`src/rtl/reset_gen_pkg.sv`:
```
// Shared types and constants for the reset source arbiter.
package reset_gen_pkg;

    localparam int CAUSE_W = 4;

    localparam int CAUSE_POR    = 0;
    localparam int CAUSE_PIN    = 1;
    localparam int CAUSE_REBOOT = 2;
    localparam int CAUSE_PLL    = 3;

    localparam logic [CAUSE_W-1:0] CAUSE_RESET = 4'b0001;

    typedef enum logic [1:0] {
        IDLE,
        ASSERT,
        HOLD
    } rg_state_t;

endpackage

```
`src/rtl/reset_gen_pin_debounce.sv`:
```
// External reset pin: two-flop synchroniser followed by a
// stability filter; pin_low is the debounced "pressed" level.
module pin_debounce
    import reset_gen_pkg::*;
#(
    parameter logic [31:0] DEBOUNCE_CYCLES = 32'd160_000
) (
    input  logic clock,
    input  logic resn,
    input  logic pin_resn,
    output logic pin_low
);

    logic        sync1;
    logic        sync2;
    logic        level;
    logic [31:0] cnt;

    always_ff @(posedge clock or negedge resn) begin
        if (!resn) begin
            sync1 <= 1'b1;
            sync2 <= 1'b1;
            level <= 1'b1;
            cnt   <= '0;
        end else begin
            sync1 <= pin_resn;
            sync2 <= sync1;
            // the filtered level only moves after a full run of disagreeing samples
            if (sync2 != level) begin
                if (cnt == DEBOUNCE_CYCLES - 32'd1) begin
                    level <= sync2;
                    cnt   <= '0;
                end else begin
                    cnt <= cnt + 32'd1;
                end
            end else begin
                cnt <= '0;
            end
        end
    end

    assign pin_low = ~level;

endmodule

```
`src/rtl/reset_gen.sv`:
```
// Reset source arbiter feeding the reset stretcher; records the cause.
// Optional PLL lock-loss source is built when PLL_LOCK_RESET_EN is defined.
module reset_gen
    import reset_gen_pkg::*;
#(
    parameter logic [31:0] DEBOUNCE_CYCLES = 32'd160_000,
    parameter logic [31:0] PULSE_CYCLES    = 32'd16
) (
    input  logic               clock,
    input  logic               resn,
    input  logic               pin_resn,
    input  logic               reboot,
    input  logic               pll_lock,
    output logic               async_res,
    output logic [CAUSE_W-1:0] cause
);

    rg_state_t          state;
    rg_state_t          state_n;
    logic [31:0]        pcnt;
    logic [31:0]        pcnt_n;
    logic [CAUSE_W-1:0] cause_n;
    logic [CAUSE_W-1:0] ev;
    logic               pin_low;
    logic               pin_low_d;
    logic               pll_fall;
    logic               pll_hold;

    pin_debounce #(
        .DEBOUNCE_CYCLES(DEBOUNCE_CYCLES)
    ) u_pin (
        .clock   (clock),
        .resn    (resn),
        .pin_resn(pin_resn),
        .pin_low (pin_low)
    );

`ifdef PLL_LOCK_RESET_EN
    logic pll_s1;
    logic pll_s2;
    logic pll_d;

    always_ff @(posedge clock or negedge resn) begin
        if (!resn) begin
            pll_s1 <= 1'b1;
            pll_s2 <= 1'b1;
            pll_d  <= 1'b1;
        end else begin
            pll_s1 <= pll_lock;
            pll_s2 <= pll_s1;
            pll_d  <= pll_s2;
        end
    end

    assign pll_fall = pll_d & ~pll_s2;
    assign pll_hold = ~pll_s2;
`else
    logic unused_pll;
    assign unused_pll = pll_lock;
    assign pll_fall   = 1'b0;
    assign pll_hold   = 1'b0;
`endif

    always_comb begin
        ev               = '0;
        ev[CAUSE_PIN]    = pin_low & ~pin_low_d;
        ev[CAUSE_REBOOT] = reboot;
        ev[CAUSE_PLL]    = pll_fall;
    end

    always_comb begin
        state_n = state;
        pcnt_n  = pcnt;
        cause_n = cause;
        unique case (state)
            IDLE: begin
                if (|ev) begin
                    state_n = ASSERT;
                    pcnt_n  = PULSE_CYCLES - 32'd1;
                    cause_n = ev;
                end
            end
            ASSERT: begin
                cause_n = cause | ev;
                if (pcnt == 32'd0) begin
                    state_n = HOLD;
                end else begin
                    pcnt_n = pcnt - 32'd1;
                end
            end
            HOLD: begin
                cause_n = cause | ev;
                if (!(pin_low || pll_hold)) begin
                    state_n = IDLE;
                end
            end
            default: begin
                state_n = IDLE;
            end
        endcase
    end

    // async_res is registered from the next state so it never glitches
    always_ff @(posedge clock or negedge resn) begin
        if (!resn) begin
            state     <= ASSERT;
            pcnt      <= PULSE_CYCLES - 32'd1;
            cause     <= CAUSE_RESET;
            async_res <= 1'b1;
            pin_low_d <= 1'b0;
        end else begin
            state     <= state_n;
            pcnt      <= pcnt_n;
            cause     <= cause_n;
            async_res <= (state_n != IDLE);
            pin_low_d <= pin_low;
        end
    end

endmodule

```
`config.mk`:
```
export PLATFORM = sky130hd
export DESIGN_NAME = reset_gen
export DESIGN_NICKNAME = d
export VERILOG_FILES = /design/src/rtl/reset_gen_pkg.sv /design/src/rtl/reset_gen_pin_debounce.sv /design/src/rtl/reset_gen.sv
export SDC_FILE = /design/constraint.sdc
export NUM_CORES = 1
export LEC_CHECK = 0
export CORE_MARGIN = 3
export CORE_UTILIZATION = 50
export DETAILED_ROUTE_END_ITERATION = 8
export DONT_BUFFER_PORTS = 1
export PLACE_DENSITY = 0.73
export SYNTH_ARGS = -nofsm -noshare
export SYNTH_HDL_FRONTEND = slang
export SYNTH_SLANG_ARGS = --single-unit
```
`constraint.sdc`:
```
create_clock -name clock -period 2.2 [get_ports clock]
set_input_delay 0.11 -clock clock [delete_from_list [all_inputs] [get_ports clock]]
set_output_delay 0.11 -clock clock [all_outputs]
set_load 0.005 [all_outputs]
```
== Word-level counts from Yosys, hierarchy flattened ==
Cells that the tools add are included.
Word-level totals
  output and inout bits: 5
  bits of input ports: 5
  register bits: 75
  logic and storage cells: 42
Operators by class
  mux-type cells: 11
  equality and inequality tests: 6
  reductions and logical operators: 10
  $add $sub $neg: 2
  bitwise operators: 4
Operator list (count)
  $mux W32: 4
  $pmux W32 S2: 1
  $add A32 B1 Y32 const B: 1
  $eq A32 B18 Y1 const B: 1
  $logic_not A32 Y1: 1
  $sub A32 B1 Y32 const B: 1
  $pmux W4 S2: 1
  $mux W2: 3
  $pmux W2 S3: 1
  $reduce_bool A2 Y1: 3
  $mux W4: 1
  $ne A2 B2 Y1 const B: 2
  $or A4 B3 Y4: 1
  $reduce_and A2 Y1: 2
  $reduce_or A2 Y1: 2
  $reduce_and A3 Y1: 1
  $eq A2 B1 Y1 const B: 1
  $eq A2 B2 Y1 const B: 1
  $logic_not A2 Y1: 1
  $not A1 Y1: 2
  $and A1 B1 Y1: 1
  $ne A1 B1 Y1: 1

== Depth between registers and ports, before layout ==
Gate-level depths: netlist (run 1).
  depth in word-level cells: 6
  gate-level depth with buffers: 9

== Modules after synthesis ==
A second synthesis (run 1) with hierarchy kept.
Unflattened totals
  cell total of the unflattened synthesis: 472
  area total of the unflattened synthesis: 4350.4 um2
By module, submodules not included
  reset_gen: cells each 277, instances 1, area an instance 2498.6 um2, sequential area each 984.7 um2
  pin_debounce: cells each 195, instances 1, area an instance 1851.8 um2, sequential area each 879.6 um2

== Least setup slack after synthesis (run 1) ==
No wires, ideal clock.
  path kind: flip-flop to flip-flop
  from: register pcnt[7]
  to: register pcnt[17]
  arrival: 2.347 ns
  required time: 2.131 ns
  slack: -0.216 ns
  stages on the path, launching flop included: 9
  path buffers: 3
  cell sequence: dfrtp_1 -> or4_1 -> buf_2 -> or4_4 -> nor4_4 -> buf_6 -> buf_6 -> o211ai_1 -> nand3_1
Between the ends
  cells in the longest elaborated chain, start to end: 3
  elaborated cells on any way between the ends: 6
  classes of those cells: add/sub (1); eq/ne (1); mux (2); reduce/logical (2)
RTL lines
  start, declared: RTL line reset_gen.sv:20  | logic [31:0] pcnt;
  start signal, assigned: RTL line reset_gen.sv:107  | pcnt <= PULSE_CYCLES - 32'd1;
  start signal, assigned: RTL line reset_gen.sv:113  | pcnt <= pcnt_n;
  $sub A32 B1 Y32 / $logic_not A32 Y1 (equally long branches): RTL line reset_gen.sv:88, reset_gen.sv:85
  $mux W32 / $ne A2 B2 Y1 (equally long branches)
  $pmux W32 S2 / $reduce_and A3 Y1 (equally long branches)
Several ways; a longest one is shown, not always the timed one. The select of a mux whose other input is x is not followed.
A chain may end at the register's enable or synchronous reset.

== Worst setup path after layout (run 1) ==
  from: register pcnt[0]
  to: register pcnt[22]
The elaborated chain is that of the path after synthesis.

==> results of run 1 <==
[critical path: stages, from the launching register on]
cell and delay (ns):
dfstp_2 0.39, inv_2 0.07, buf_4 0.10, ha_1 0.18, or3b_2 0.50, a211oi_2 0.29, nand3_1 0.33, or4_4 0.51
a21oi_2 0.16
[final timing paths]
kind	end	slack (ns)	cells past startpoint
max	pcnt[22]	-0.42	8
min	u_pin.sync1	0.30	1
max reg2reg	pcnt[22]	-0.42	8
min reg2reg	u_pin.sync2	0.38	0
max in group asynchronous	u_pin.sync1	1.57	2
min in group asynchronous	pcnt[31]	0.31	2
[metal layers]
| metal | up-vias | track usage, % |
|---|---|---|
| met5 | - | 0 |
| met2 | 178 | 38.2 |
| met3 | 45 | 5.63 |
| met1 | 1905 | 31.8 |
| li1 | 1735 | - |
| met4 | 0 | 8.41 |
[flip-flops by register name, summed over array words and instances, names as in the netlist]
name and flops:
pcnt 32, pin_low_d 1, u_pin.cnt 32, state 2, async_res 1, u_pin.level 1, cause 3, u_pin.sync2 1
u_pin.sync1 1
[area by class of cell]
| class | count | area, µm² | area share, % |
|---|---|---|---|
| multi-input combinational | 325 | 2380 | 43.7 |
| sequential | 74 | 1860 | 34.2 |
| timing repair buffer | 88 | 825 | 15.1 |
| tap | 102 | 128 | 2.34 |
| clock buffer | 9 | 124 | 2.27 |
| clock inverter | 7 | 85.1 | 1.56 |
| inverter | 12 | 45.0 | 0.826 |
[cell usage in the layout (no fill, tap or decap), types with 9 or more instances in the layout]
| cell type | netlist | routed |
|---|---|---|
| a21oi_1 | 22 | 13 |
| a21oi_2 | 0 | 9 |
| and3_1 | 10 | 10 |
| buf_4 | 2 | 68 |
| buf_6 | 2 | 9 |
| clkbuf_8 | 0 | 9 |
| dfrtp_1 | 64 | 64 |
| dfstp_2 | 10 | 10 |
| inv_1 | 12 | 10 |
| nand2_1 | 25 | 22 |
| nand3_1 | 29 | 27 |
| nand4_1 | 12 | 12 |
| nor2_1 | 51 | 48 |
| or3_1 | 18 | 10 |
| or4_1 | 20 | 10 |
| or4_4 | 1 | 11 |
| xor2_1 | 21 | 21 |
[timing repair]
item                                    CTS  global route
gates resized for setup                  26            61
setup buffers                            10             4
pin swaps                                12            42
endpoints found under the setup margin   35            35
endpoints found under the hold margin    76             0
gates cloned                              3             1
hold buffers                              4             0
[report_power, final]
part	internal (W)	switching, W	leakage (nW)	total [W]
Sequential	0.00148	0.0000786	0.987	0.00156
Combinational	0.000602	0.000898	1.26	0.00150
Clock	0.000545	0.000598	0.0999	0.00114
[through the flow]
stage / hold WS (ns) / setup WS, ns / std cells / TNS, ns
3_5_place_dp: -0.184 / -0.379 / 579 / -9.01
6_report: 0.299 / -0.416 / 617 / -10.10
2_1_floorplan: -0.186 / -0.215 / 427 / -4.62
3_3_place_gp: -0.184 / -0.308 / 579 / -6.85
4_1_cts: 0.244 / -0.350 / 612 / -8.29
5_1_grt: 0.296 / -0.521 / 617 / -12.58
[synth_stat cells, types with 3 or more instances]
master	instances
nand2_1	25
o21ai_0	8
nor4_1	12
xnor2_1	7
or4_1	20
o21ai_1	5
xor2_1	21
o211ai_1	6
and3_1	10
a31oi_1	6
nor2_1	51
or2_2	6
and4_1	5
ha_1	7
nand3_1	29
or3_1	18
inv_1	12
o31ai_1	10
nand4_1	12
mux2i_1	4
nand4b_1	3
dfstp_2	10
clkbuf_1	10
o41ai_1	3
a21oi_1	22
dfrtp_1	64
nor3_1	9
[logic make-up after synthesis]
kind of cell	after synthesis	synth area share, %
and+or+nand+nor	218	30.7
DFF	74	46.3
AOI/OAI and AO/OA	66	10.2
xor gates and xnor gates	28	6.09
buffers and inverters	28	3.23
adders and majority gates	7	2.17
muxes	5	1.27
other	1	0.0930
==> results by group, run 1 <==
Global route
  • Largest net degree at the start of global routing: 75
  • Antenna violations before repair: 0
  • First-pass GRT wire length: 17300 µm
  • Via count of the first global-routing pass: 3634
  • Gr usage total: 23.9%
  • Final global-route overflow total: 0

Job
  • # Max-Cap Violations: 0

Critical path
  • FF-to-FF Start: pcnt[0]
  • Nature of the critical path endpoint: flop
  • Startpoint Class: flop
  • Crit path from: pcnt[0]
  • Crit path kind: reg -> reg
  • Crit path max fanout: 6
  • Required time worst endpoint: approximately 2.5 ns
  • Data arrival time of the critical path: slightly below 3 ns

Detailed routing
  • Routed met2 length: between 5000 and 6000 µm
  • Met1 WL: between 4000 and 5000 µm
  • Post-route ant nets: 0
  • DRT Pass-1 Iters: 5
  • WL met3: about 760 µm
  • DR vias/cell: 6.26
  • DR DRC count: 0
  • Vias: just under 4000
  • DRT Wirelength: 11500 µm
  • Top Metal Used: met4
  • Starting DRT DRC Count: approximately 300
  • Drt wl/cell: 18.6 µm

Clock network
  • CTS max path bufs: 2
  • CTS tree: yes
  • Clock latency on the worst-skew pair: 0.36 ns
  • Clock root cell: clkbuf_8
  • Inserted Clock Buffers: 9
  • Max H-tree Level: 3
  • CTS sink count: between 70 and 80
  • Worst-path clk slew: 0.09 ns

Power and ir drop
  • VDD IR max: ~0.34 mV
  • Total design power: 0.00420 W
  • Pwr per Cell Area: 771 nW/µm²
  • Static leakage: about 2.3 nW

Die
  • Initial Utilization: 51.9%
  • Die Ht: ~96 µm
  • DIE WIDTH: 95.8 µm
  • Row cnt: 32
  • Die ar.: 9170 µm²
  • I/O pins: 10
  • Core Region: 7770 µm²

Synth
  • Seq/Total Area, Yosys: 46.3%
  • Post-Syn Nets: 439
  • Yosys top cell area share: 39.7%
  • #FFs+latches synth: 74
  • Synth unique cells: 49
  • Synth Cell Area: 4030 µm²
  • Main synth FF type: dfrtp_1
  • Post-synthesis cell count: 427
  • Yosys Warn Count: 0
  • Syn Area/Cell: 9.44 µm²
  • Async set-reset flop share out of synthesis: 100%
  • Main area contributors after synthesis: dfrtp_1 (40%), dfstp_2 (6.5%), nor2_1 (4.8%), xor2_1 (4.6%), or4_1 (3.7%)
  • Leading area contributor after synthesis: dfrtp_1
  • Number of synthesized flops with an enable pin: 0

Placed design
  • PortBufs: 0
  • Placed cell areas: 4600 µm²
  • GP Congestion: 0.887
  • DP Wirelength: 6750 µm

Timing
  • Max Fclk: 382 MHz
  • Setup violators final: 33
  • Minimum clock period: 2.62 ns
  • Final Cycle Share: 119%
  • Final Slew Violations: 0
  • Slew at the pin with the worst max-slew slack: 0.496 ns
  • Setup WS post-layout: -0.416 ns
  • Final Hold Fails: 0
  • Worst slew margin: 66.6%
  • RSZ-0062 raised after global routing: yes
  • Clock skew: 0.0112 ns

Final layout
  • Share of cells above drive strength 1: 36.3%
  • Final nets: 522
  • Fill count: 523
  • Final Core Density: 70.2%
  • Synth-to-Final Area Change: 35.2%
  • Post-route cell area: between 5000 and 6000 µm²
  • Antenna cells: 0

Worst hold path
  • Hold Path Origin: pin_resn
  • Hold Crit Class: in -> reg

Status
  • Violated checks: setup timing
  • Status: finished with violations
Power figures use the tool's default switching activity.
==> run 2, diff against run 1 <==
Settings changed: SETUP_SLACK_MARGIN set to 0.3.
==> results by group, run 2 (synthesis gave the netlist of run 1 again) <==
Status
  • Status: finished with violations
  • Violated checks: setup timing

Placed design
  • DP Wirelength: 6620 µm (-1.9%)
  • GP Congestion: 0.848 (-4.3%)
  • PortBufs: 0 (unchanged)
  • Placed insts: 581 (+0.35%)
  • Placed cell areas: 4610 µm² (+0.24%)
  • Place WS: -0.339 ns (+0.0392 ns)

Timing
  • Clock skew: 0.0195 ns (+0.00827 ns)
  • Slew at the pin with the worst max-slew slack: 0.603 ns (+0.107 ns)
  • RSZ-0062 raised after global routing: yes
  • Minimum clock period: 2.41 ns (-0.206 ns)
  • Final Slew Violations: 0 (unchanged)
  • Setup violators final: 34 (+3.0%)
  • Setup WS post-layout: -0.210 ns (+0.206 ns)
  • Final Hold Fails: 0 (unchanged)
  • Hold Slack: 0.282 ns (-0.0166 ns)
  • Max Fclk: 415 MHz (+8.5%)
  • Final Cycle Share: 110% (-9.4 points)
  • Worst slew margin: 59.4% (-7.2 points)

Global route
  • Via count of the first global-routing pass: 3753 (+3.3%)
  • Met2 Track Usage GR: 41.0% (+2.8 points)
  • Busiest layer in global routing: met2
  • Largest net degree at the start of global routing: 75 (unchanged)
  • Grt met1 use: 34.0% (+2.2 points)
  • Final global-route overflow total: 0 (unchanged)
  • First-pass GRT wire length: 18300 µm (+5.9%)
  • Met3 GRT Util: 4.46% (-1.2 points)
  • Antenna violations before repair: 0 (unchanged)
  • Gr usage total: 25.6% (+1.7 points)

Final layout
  • Synth-to-Final Area Change: 41.0%
  • Biggest regs: pcnt x32, u_pin.cnt x32, cause x3
  • Commonest non-fill, non-tap cell in the layout: buf_4
  • FF/Latch Area: 1870 µm² (about the same)
  • Fill count: 490 (-6.3%)
  • Antenna cells: 0 (unchanged)
  • Non-Filler Instances: 630 (+2.1%)
  • Most frequent cells in the layout: buf_4 (76), dfrtp_1 (63), nor2_1 (49), nand3_1 (23), nand2_1 (23)
  • Post-route cell area: 5680 µm² (+4.3%)
  • Share of cells above drive strength 1: 40.0% (+3.7 points)
  • Area occupied by multi-input gates: 2490 µm² (+4.8%)
  • Final nets: 535 (+2.5%)

Clock network
  • Worst-path clk slew: 0.09 ns (about the same)
  • Inserted Clock Buffers: 9 (unchanged)
  • CTS sink count: 74 (unchanged)
  • Max H-tree Level: 3 (unchanged)
  • CTS tree: yes
  • Clock root cell: clkbuf_8
  • CTS max path bufs: 2 (unchanged)
  • Clock latency on the worst-skew pair: 0.37 ns (about the same)

Power and ir drop
  • Static leakage: 2.47 nW (+5.3%)
  • Total design power: 0.00436 W (+3.6%)
  • VDD IR max: 0.380 mV (+13%)
  • Pwr per Cell Area: 766 nW/µm² (-0.63%)

Detailed routing
  • Starting DRT DRC Count: 481 (+61%)
  • DRT Wirelength: 12700 µm (+11%)
  • Vias: 4023 (+4.1%)
  • DR vias/cell: 6.39 (+2.0%)
  • DR DRC count: 0 (unchanged)
  • Post-route ant nets: 0 (unchanged)
  • Drt wl/cell: 20.1 µm (+8.4%)
  • DRT Pass-1 Iters: 5 (unchanged)

Die
  • Die ar.: 9170 µm² (unchanged)
  • Initial Utilization: 51.9% (unchanged)
  • I/O pins: 10 (unchanged)
  • Row cnt: 32 (unchanged)
  • DIE WIDTH: 95.8 µm (unchanged)
  • Core Region: 7770 µm² (unchanged)
  • Die Ht: 95.8 µm (unchanged)

Critical path
  • Data arrival time of the critical path: 2.67 ns (-0.23 ns)
  • Required time worst endpoint: 2.45 ns (-0.03 ns)
  • Startpoint Class: flop
  • Crit path kind: reg -> reg
  • Crit path max fanout: 6 (unchanged)
  • Nature of the critical path endpoint: flop

Worst hold path
  • Hold Crit Class: in -> reg

Job
  • # Max-Cap Violations: 0 (unchanged)
## run 2: per-layer routing
metal	routed length, µm	share of wire (%)
met1	4940	39
met2	6170	49
met3	889	7.0
met4	695	5.5
met5	0	0
## run 2: path summary, 6_finish.rpt
kind,start,end,slack [ns],cells past startpoint
setup reg to reg,pcnt[6],pcnt[5],-0.21,8
setup / recovery,pcnt[6],pcnt[5],-0.21,8
max in group asynchronous,resn,pcnt[13],1.53,2
min in group asynchronous,resn,pcnt[31],0.34,2
hold reg to reg,u_pin.sync1,u_pin.sync2,0.37,0
hold / removal,pin_resn,u_pin.sync1,0.28,1
## run 2: report_power, final
group          internal (W)  switching, W
Sequential          0.00148     0.0000663
Combinational      0.000622      0.000981
Clock              0.000645      0.000560
## run 2: what timing repair did
action                     in CTS  in global routing
pin swaps                      43                 30
hold endpoints to repair       76                  0
setup buffers                  15                 11
gates cloned                    3                  0
hold buffers                    4                  0
resized for setup              59                 54
setup endpoints to repair      66                 66
## run 2: worst max-delay path, stage by stage, from the launching register on
cell	delay, ns
dfrtp_1	0.41
or4_4	0.53
or4_4	0.58
nor4_4	0.17
buf_6	0.20
buf_12	0.12
buf_16	0.11
or4_1	0.12
nand2_1	0.06
## run 2: stage by stage
step	utilization [%]	setup TNS [ns]
CTS	68.7	-2.52
global placement	59.3	-5.78
detailed placement	59.3	-6.82
global route	73.2	-6.31
finish	73.2	-4.57
floorplan	-	-4.62
## run 2: cell type report
cell class	count	area share, %
Clock buffer	10	2.25
Clock inverter	6	1.61
Inverter	12	0.793
Multi-Input combinational cell	325	43.9
Sequential cell	74	32.8
Tap cell	102	2.25
Timing Repair Buffer	101	16.4
